<file path="src/rtl/muldiv_pkg.sv">
// Shared encodings and constants for the iterative RV32M multiply/divide unit.
package muldiv_pkg;

    localparam logic [2:0] F3_MUL    = 3'b000;
    localparam logic [2:0] F3_MULH   = 3'b001;
    localparam logic [2:0] F3_MULHSU = 3'b010;
    localparam logic [2:0] F3_MULHU  = 3'b011;
    localparam logic [2:0] F3_DIV    = 3'b100;
    localparam logic [2:0] F3_DIVU   = 3'b101;
    localparam logic [2:0] F3_REM    = 3'b110;
    localparam logic [2:0] F3_REMU   = 3'b111;

    typedef enum logic [1:0] {
        IDLE = 2'd0,
        RUN  = 2'd1,
        DONE = 2'd2
    } state_e;

    localparam int unsigned MD_W = 32;
    localparam logic [MD_W-1:0] MOST_NEG = {1'b1, {(MD_W-1){1'b0}}};

endpackage

</file>
<file path="src/rtl/muldiv_if.sv">
// Request/response bundle between the register-read stage and the muldiv unit.
interface muldiv_if #(
    parameter int W = 32
) ();

    logic         start;
    logic [2:0]   funct3;
    logic [W-1:0] op_a;
    logic [W-1:0] op_b;
    logic [4:0]   rd_in;
    logic         busy;
    logic         done;
    logic [W-1:0] result;
    logic [4:0]   rd_out;
    logic         reg_write;

    modport master (
        output start, funct3, op_a, op_b, rd_in,
        input  busy, done, result, rd_out, reg_write
    );

    modport slave (
        input  start, funct3, op_a, op_b, rd_in,
        output busy, done, result, rd_out, reg_write
    );

endinterface

</file>
<file path="src/rtl/muldiv_unit.sv">
// Iterative radix-2 RV32M multiply/divide: one shift-add or shift-subtract step per clock,
// both sharing a single 2W-bit accumulator.
//
// state | meaning
// IDLE  | waiting for start; also the cycle in which done is pulsed
// RUN   | W iterations, counter counts W down to 0
// DONE  | sign correction / special-case override, result registered at exit
module muldiv_unit
    import muldiv_pkg::*;
#(
    parameter int W = 32
) (
    input  logic    clock,
    input  logic    reset,
    muldiv_if.slave bus
);

    localparam int CW = $clog2(W + 1);
    localparam logic [W-1:0] MOST_NEG_W = {1'b1, {(W-1){1'b0}}};

    state_e         state_q, state_d;
    logic [CW-1:0]  cnt_q;
    logic [2:0]     f3_q;
    logic [4:0]     rd_q;
    logic [2*W-1:0] acc_q;
    logic [W-1:0]   opnd_q;
    logic [W-1:0]   a_raw_q;
    logic [W-1:0]   result_q;
    logic           done_q;
    logic           neg_res_q;
    logic           neg_rem_q;
    logic           div0_q;
    logic           ovf_q;

    // operand conditioning at the start edge
    logic           a_signed, b_signed;
    logic           a_neg, b_neg;
    logic [W-1:0]   abs_a, abs_b;
    logic           div0, ovf;

    always_comb begin
        a_signed = 1'b1;
        b_signed = 1'b1;
        case (bus.funct3)
            F3_MULHSU: b_signed = 1'b0;
            F3_MULHU, F3_DIVU, F3_REMU: begin
                a_signed = 1'b0;
                b_signed = 1'b0;
            end
            default: ;
        endcase
    end

    assign a_neg = a_signed & bus.op_a[W-1];
    assign b_neg = b_signed & bus.op_b[W-1];
    assign abs_a = a_neg ? -bus.op_a : bus.op_a;
    assign abs_b = b_neg ? -bus.op_b : bus.op_b;
    assign div0  = (bus.op_b == '0);
    assign ovf   = ((bus.funct3 == F3_DIV) || (bus.funct3 == F3_REM))
                   && (bus.op_a == MOST_NEG_W) && (&bus.op_b);

    // one multiply step: conditional add into the high half, then shift right
    logic [W:0]     mul_sum;
    logic [2*W-1:0] mul_next;

    assign mul_sum  = {1'b0, acc_q[2*W-1:W]} + {1'b0, (acc_q[0] ? opnd_q : {W{1'b0}})};
    assign mul_next = {mul_sum, acc_q[W-1:1]};

    // one restoring divide step: shift left, trial-subtract the divisor
    logic [W:0]     rem_sh;
    logic [W:0]     rem_diff;
    logic           rem_ge;
    logic [2*W-1:0] div_next;

    assign rem_sh   = {acc_q[2*W-1:W], acc_q[W-1]};
    assign rem_diff = rem_sh - {1'b0, opnd_q};
    assign rem_ge   = (rem_sh >= {1'b0, opnd_q});
    assign div_next = rem_ge ? {rem_diff[W-1:0], acc_q[W-2:0], 1'b1}
                             : {rem_sh[W-1:0],   acc_q[W-2:0], 1'b0};

    // final result selection with sign correction and special-case overrides
    logic [2*W-1:0] prod_fix;
    logic [W-1:0]   quo_fix;
    logic [W-1:0]   rem_fix;
    logic [W-1:0]   res_fin;

    assign prod_fix = neg_res_q ? -acc_q : acc_q;
    assign quo_fix  = neg_res_q ? -acc_q[W-1:0] : acc_q[W-1:0];
    assign rem_fix  = neg_rem_q ? -acc_q[2*W-1:W] : acc_q[2*W-1:W];

    always_comb begin
        res_fin = '0;
        case (f3_q)
            F3_MUL:                       res_fin = prod_fix[W-1:0];
            F3_MULH, F3_MULHSU, F3_MULHU: res_fin = prod_fix[2*W-1:W];
            F3_DIV, F3_DIVU: begin
                if (div0_q)      res_fin = '1;
                else if (ovf_q)  res_fin = MOST_NEG_W;
                else             res_fin = quo_fix;
            end
            F3_REM, F3_REMU: begin
                if (div0_q)      res_fin = a_raw_q;
                else if (ovf_q)  res_fin = '0;
                else             res_fin = rem_fix;
            end
            default: res_fin = '0;
        endcase
    end

    always_ff @(posedge clock) begin
        if (reset) state_q <= IDLE;
        else       state_q <= state_d;
    end

    always_comb begin
        state_d = state_q;
        case (state_q)
            IDLE:    if (bus.start) state_d = RUN;
            RUN:     if (cnt_q == CW'(1)) state_d = DONE;
            DONE:    state_d = IDLE;
            default: state_d = IDLE;
        endcase
    end

    always_comb begin
        bus.busy      = (state_q != IDLE) || done_q;
        bus.done      = done_q;
        bus.reg_write = done_q && (rd_q != 5'd0);
        bus.result    = result_q;
        bus.rd_out    = rd_q;
    end

    always_ff @(posedge clock) begin
        if (reset) begin
            cnt_q     <= '0;
            f3_q      <= '0;
            rd_q      <= '0;
            acc_q     <= '0;
            opnd_q    <= '0;
            a_raw_q   <= '0;
            result_q  <= '0;
            done_q    <= 1'b0;
            neg_res_q <= 1'b0;
            neg_rem_q <= 1'b0;
            div0_q    <= 1'b0;
            ovf_q     <= 1'b0;
        end else begin
            done_q <= (state_q == DONE);
            case (state_q)
                IDLE: begin
                    if (bus.start) begin
                        f3_q      <= bus.funct3;
                        rd_q      <= bus.rd_in;
                        cnt_q     <= CW'(W);
                        a_raw_q   <= bus.op_a;
                        neg_res_q <= a_neg ^ b_neg;
                        neg_rem_q <= a_neg;
                        div0_q    <= div0;
                        ovf_q     <= ovf;
                        // multiply keeps the multiplier in the low half, divide the dividend
                        if (bus.funct3[2]) begin
                            acc_q  <= {{W{1'b0}}, abs_a};
                            opnd_q <= abs_b;
                        end else begin
                            acc_q  <= {{W{1'b0}}, abs_b};
                            opnd_q <= abs_a;
                        end
                    end
                end
                RUN: begin
                    acc_q <= f3_q[2] ? div_next : mul_next;
                    cnt_q <= cnt_q - CW'(1);
                end
                DONE: result_q <= res_fin;
                default: ;
            endcase
        end
    end

endmodule

</file>
<file path="src/flat_wrapper.sv">
// flat-port wrapper written by rule: the top's interface ports become plain ports
module muldiv_unit_flat import muldiv_pkg::*;
#(
    parameter int W = 32
)
  (clock, reset, bus_start, bus_funct3, bus_op_a, bus_op_b, bus_rd_in, bus_busy, bus_done, bus_result, bus_rd_out, bus_reg_write);
  muldiv_if #(.W(W)) bus_i ();
  input  logic clock;
  input  logic reset;
  input wire logic [$bits(bus_i.start)-1:0] bus_start;
  input wire logic [$bits(bus_i.funct3)-1:0] bus_funct3;
  input wire logic [$bits(bus_i.op_a)-1:0] bus_op_a;
  input wire logic [$bits(bus_i.op_b)-1:0] bus_op_b;
  input wire logic [$bits(bus_i.rd_in)-1:0] bus_rd_in;
  output wire logic [$bits(bus_i.busy)-1:0] bus_busy;
  output wire logic [$bits(bus_i.done)-1:0] bus_done;
  output wire logic [$bits(bus_i.result)-1:0] bus_result;
  output wire logic [$bits(bus_i.rd_out)-1:0] bus_rd_out;
  output wire logic [$bits(bus_i.reg_write)-1:0] bus_reg_write;
  assign bus_i.start = bus_start;
  assign bus_i.funct3 = bus_funct3;
  assign bus_i.op_a = bus_op_a;
  assign bus_i.op_b = bus_op_b;
  assign bus_i.rd_in = bus_rd_in;
  assign bus_busy = bus_i.busy;
  assign bus_done = bus_i.done;
  assign bus_result = bus_i.result;
  assign bus_rd_out = bus_i.rd_out;
  assign bus_reg_write = bus_i.reg_write;
  muldiv_unit #(.W(W)) u_core (.clock(clock), .reset(reset), .bus(bus_i));
endmodule
</file>
<file path="config.mk">
export PLATFORM = sky130hd
export DESIGN_NAME = muldiv_unit_flat
export DESIGN_NICKNAME = d
export VERILOG_FILES = /design/src/rtl/muldiv_pkg.sv /design/src/rtl/muldiv_if.sv /design/src/rtl/muldiv_unit.sv /design/src/flat_wrapper.sv
export SDC_FILE = /design/constraint.sdc
export NUM_CORES = 1
export LEC_CHECK = 0
export BUFFER_PORTS_ARGS = -buffer_cell sky130_fd_sc_hd__buf_2
export CAP_MARGIN = 20
export CORE_UTILIZATION = 60
export DETAILED_ROUTE_END_ITERATION = 12
export PLACE_DENSITY = 0.79
export SYNTH_ARGS = -nofsm -noshare
export SYNTH_HDL_FRONTEND = slang
export SYNTH_SLANG_ARGS = --single-unit
</file>
<file path="constraint.sdc">
create_clock -name clock -period 4.75 [get_ports clock]
set_clock_uncertainty 0.05 [all_clocks]
set_input_delay 0.475 -clock clock [delete_from_list [all_inputs] [get_ports clock]]
set_output_delay 0.475 -clock clock [all_outputs]
set_load 0.1 [all_outputs]
</file>
==> metrics list <==
- The run finished, with violations left.
* Violated checks: design-rule violations
- In this run the cell area measured after placement is 0.01681 mm^2.
- The routed layout has roughly 18000 vias.
* Total wire length: roughly 62 mm
- Hold Path Stages: 3
- Pre-antenna DRT Iters: 12
* Async set-or-reset flop fraction in the synthesized netlist: 0%
- For the worst-skew pair, the clock arrives at the later sink with an insertion delay of between 0.4 and 0.5 ns.
- The share of synthesized area in the top cell type comes to 22.30%.
* Final Setup Violations: 0
- Setup repair after global routing left no endpoint under its margin.
* Final std cell area, no fill: ~0.017 mm^2
- The die covers 0.02774 mm^2.
- Portion of the clock cycle consumed by the worst path in the final layout: between 90% and 100%
* DPL Wire Length: 47.42 mm
- The worst path in the final design needs a cycle of ~4.4 ns, including I/O delays and setup.
- Counting along the longest clock path gives a buffer depth of 2.
- The synthesized netlist contains 77 unique library cells.
- In the final layout, the share of cells above drive strength 1 is a little under a tenth.
* Total clock sinks: between 150 and 200
- After clock tree synthesis, the clock-pin slew on the worst setup and hold paths is 0.08 ns.
- STA classifies the critical path startpoint as a register.
- CTS tree: done
- Worst path required time: 5.02 ns
- Sequential elements use 22.30% of the synthesized area.
* Total negative slack: 0 ns
- Die height: roughly 170 um
- The initial utilization of the core area, before any placement, comes to 61.83%.
* Most used flip-flop cell after synthesis: sky130_fd_sc_hd__dfxtp_1
- Levels on crit path: 11
- At the pin with the least slew margin, the transition time is around 1.1 ns.
* Max-Slew Margin vs Limit: between 20% and 30%
- In this run the standard cell core region covers ~0.026 mm^2.
- DR DRC count: 1
- Ports placed on the boundary: 115
- At the worst endpoint, the arrival time is between 4 and 5 ns.
* Overflow after GRT: 0
- Path category of the worst min-delay check: in2reg
- Of all nets on the critical path, the largest fanout is 30.
- Relative to the synthesized area, the layout overhead comes to 7.293%.
- Fill cells in the final layout number approximately 2400.
* Die span in x: between 150 and 200 um
- Counting every instance in the synthesized netlist gives 2318.
* Buffers added on ports: ~110
- In this run, synthesis inferred 0 flip-flops with an integrated enable.
- Average wire per standard cell: around 24 um
- Tracing the worst setup path back leads to its startpoint at u_core.acc_q[41].
- Largest net degree at the start of global routing: 89
- Summed over all cells, the static leakage comes to roughly 7.1 nW.
- After clock tree synthesis, the setup repair step added 0 buffers.
* Endpoint of the worst setup timing path: u_core.acc_q[63]
- The repair_antennas step left the layout with diodes totalling 0.
- Global routing used between 40% and 50% of the available tracks.
* Final Core Density: ~66%
* Worst reg-to-reg path cell count: 11
* Number of max-cap violations: 0
- Across the VDD grid, the largest voltage drop is between 0.3 and 0.4 mV.
* Number of H-tree branching levels: 4
* 1st-iter DRT viols: around 2400
- Endpoint of the most critical register-to-register path: u_core.acc_q[63]
* Via count normalized by instance count: about 7
- The cell that appears most often on the critical path is sky130_fd_sc_hd__a21oi_1.
- Pwr Density: 293.6 mW/mm^2
* FF+latch count, synth: roughly 180
* Hold buffers post-CTS: 0
- The number of antenna violations at the first check in global routing came to 1.
- First-pass GRT wire length: 95.70 mm
- Clk root buf: sky130_fd_sc_hd__clkbuf_16
- The final hold violation count is 0.
- Fmax: approximately 0.23 GHz
- Reg-to-reg setup timing slack: about 0.32 ns
- TritonCTS Buffers: 17
* Remaining antenna violation count after routing: 0
* Syn_nets: 2466
* Final weighted congestion in routability-driven placement: approximately 1.1
- STA classifies the critical path endpoint as a register.
- Summed over all instances, the cell type with the most area after synthesis is sky130_fd_sc_hd__dfxtp_1.
- Once the clock tree was built, the resizer swapped 0 gates to a different size.
- Max incr delay on CP: between 0.7 and 0.8 ns
* Number of warning messages in the yosys log: 0
* Slowest stage cell, crit path: sky130_fd_sc_hd__a2111oi_0
- Area of the mapped netlist: around 0.016 mm^2
- In the final design database the tool counted between 2000 and 2500 nets.
- The number of global-route vias before repair came to 16260.
- Walking the worst path, the cells encountered are ha_1 > a21oi_1 > o211ai_1 > and3b_1 > a2111oi_0 > o21bai_1 > a211oi_4 > buf_4 > nand2_1 > o311ai_0 > a21oi_1.
- Largest delay contributor family on the critical path: compound AO/OA/AOI/OAI gates
- The number of max-slew violations in the final report came to 0.
- A synthesized cell averages 7.010 um^2.
- Placement row count: 59
* Top post-synthesis cells by area: sky130_fd_sc_hd__dfxtp_1 (22%), sky130_fd_sc_hd__a21oi_1 (7.5%), sky130_fd_sc_hd__nand2_1 (7.3%)
* R2R Path Start: u_core.acc_q[41]
- Worst path buffer plus inverter count: 1
- The critical path in this run is classified as reg2reg.
==> report_power, final <==
part	internal, mW	total (mW)	switching [mW]
Clock	0.768	1.54	0.769
Combinational	0.604	1.81	1.20
Sequential	1.61	1.77	0.167
Total	2.98	5.12	2.14
==> worst reg2reg max path: stages, from the launching register on <==
cell and delay [ns]:
sky130_fd_sc_hd__dfxtp_1 0.69, sky130_fd_sc_hd__ha_1 0.43, sky130_fd_sc_hd__a21oi_1 0.25, sky130_fd_sc_hd__o211ai_1 0.15, sky130_fd_sc_hd__and3b_1 0.20, sky130_fd_sc_hd__a2111oi_0 0.73
sky130_fd_sc_hd__o21bai_1 0.36, sky130_fd_sc_hd__a211oi_4 0.33, sky130_fd_sc_hd__buf_4 0.39, sky130_fd_sc_hd__nand2_1 0.21, sky130_fd_sc_hd__o311ai_0 0.42, sky130_fd_sc_hd__a21oi_1 0.09
==> cells in the mapped netlist (27+ instances only) <==
cell type                  number
sky130_fd_sc_hd__o21ai_0      125
sky130_fd_sc_hd__nand2_1      315
sky130_fd_sc_hd__o31ai_1       40
sky130_fd_sc_hd__a31oi_1       36
sky130_fd_sc_hd__xnor2_1       93
sky130_fd_sc_hd__nor2_1       249
sky130_fd_sc_hd__clkbuf_1     161
sky130_fd_sc_hd__nor3_1        49
sky130_fd_sc_hd__nand3_1       38
sky130_fd_sc_hd__a21oi_1      245
sky130_fd_sc_hd__a21o_1        28
sky130_fd_sc_hd__xor2_1        93
sky130_fd_sc_hd__dfxtp_1      181
sky130_fd_sc_hd__inv_1         69
sky130_fd_sc_hd__o211ai_1      40
sky130_fd_sc_hd__mux2i_1       68
sky130_fd_sc_hd__ha_1          71
sky130_fd_sc_hd__a211oi_1      28
sky130_fd_sc_hd__nand4_1       27
==> layout by cell type (no fill, tap or decap), types with 48 or more instances in the layout <==
master,Yosys,layout
sky130_fd_sc_hd__a21oi_1,245,245
sky130_fd_sc_hd__buf_2,9,113
sky130_fd_sc_hd__dfxtp_1,181,179
sky130_fd_sc_hd__ha_1,71,71
sky130_fd_sc_hd__inv_1,69,69
sky130_fd_sc_hd__mux2i_1,68,68
sky130_fd_sc_hd__nand2_1,315,314
sky130_fd_sc_hd__nor2_1,249,249
sky130_fd_sc_hd__nor3_1,49,48
sky130_fd_sc_hd__o21ai_0,125,125
sky130_fd_sc_hd__xnor2_1,93,93
sky130_fd_sc_hd__xor2_1,93,93
==> layer usage <==
layer / track usage, % / wire [um] / up-vias
met2: 66.93 / 26160 / 1182
met4: 21.14 / 3457 / 0
li1: - / - / 8294
met1: 58.21 / 24960 / 8405
met3: 12.95 / 7772 / 215
met5: 0 / 0 / -
==> worst min path at each step <==
stage,start,end,slack [ns]
floorplan,u_core.opnd_q[26],u_core.opnd_q[26],0.38
global placement,u_core.bus.result[19],u_core.bus.result[19],0.38
detailed placement,u_core.bus.result[14],u_core.bus.result[14],0.39
CTS,bus_rd_in[1],u_core.bus.rd_out[1],0.19
global route,bus_rd_in[1],u_core.bus.rd_out[1],0.20
finish,bus_rd_in[1],u_core.bus.rd_out[1],0.20
==> kinds of logic after synthesis <==
logic type,count (synthesis),synth area share [%]
buffers and inverters,255,6.083
multiplexers,70,4.328
XOR/XNOR,186,10.03
AO/OA/AOI/OAI,725,28.58
AND/OR/NAND/NOR,828,22.96
flip-flops,181,22.30
adder cells (fa/ha/maj),73,5.714
==> stage by stage <==
step | hold slack [ns] | worst slack [ns] | cells | total power [mW]
after global routing | 0.2017 | 0.1708 | 2649 | 5.293
after global placement | 0.3826 | 0.7758 | 2617 | 3.508
after floorplan | 0.3819 | 1.577 | 2318 | 2.978
after detailed placement | 0.3870 | 0.6007 | 2617 | 3.529
after CTS | 0.1927 | 0.5353 | 2649 | 5.026
final | 0.1993 | 0.3222 | 2649 | 5.118
==> layout make-up <==
class                   instances  area [um^2]  area share, %
inverters                      70        262.8          1.507
well taps                     335        419.2          2.404
flip-flops and latches        181         3628          20.81
clock buffers                  17        425.4          2.440
multi-input cells            1882        11660          66.89
repair buffers                149        835.8          4.794
clock inverters                15        200.2          1.148
==> registers in the layout (all words and copies together), names as in the netlist <==
name and cells:
u_core.f3_q 3, u_core.div0_q 1, u_core.ovf_q 1, u_core.bus.done 1, u_core.cnt_q 6, u_core.state_q 2
u_core.opnd_q 32, u_core.bus.result 32, u_core.bus.rd_out 5, u_core.neg_res_q 1, u_core.neg_rem_q 1, u_core.acc_q 64
u_core.a_raw_q 32
Power figures use the tool's default switching activity.
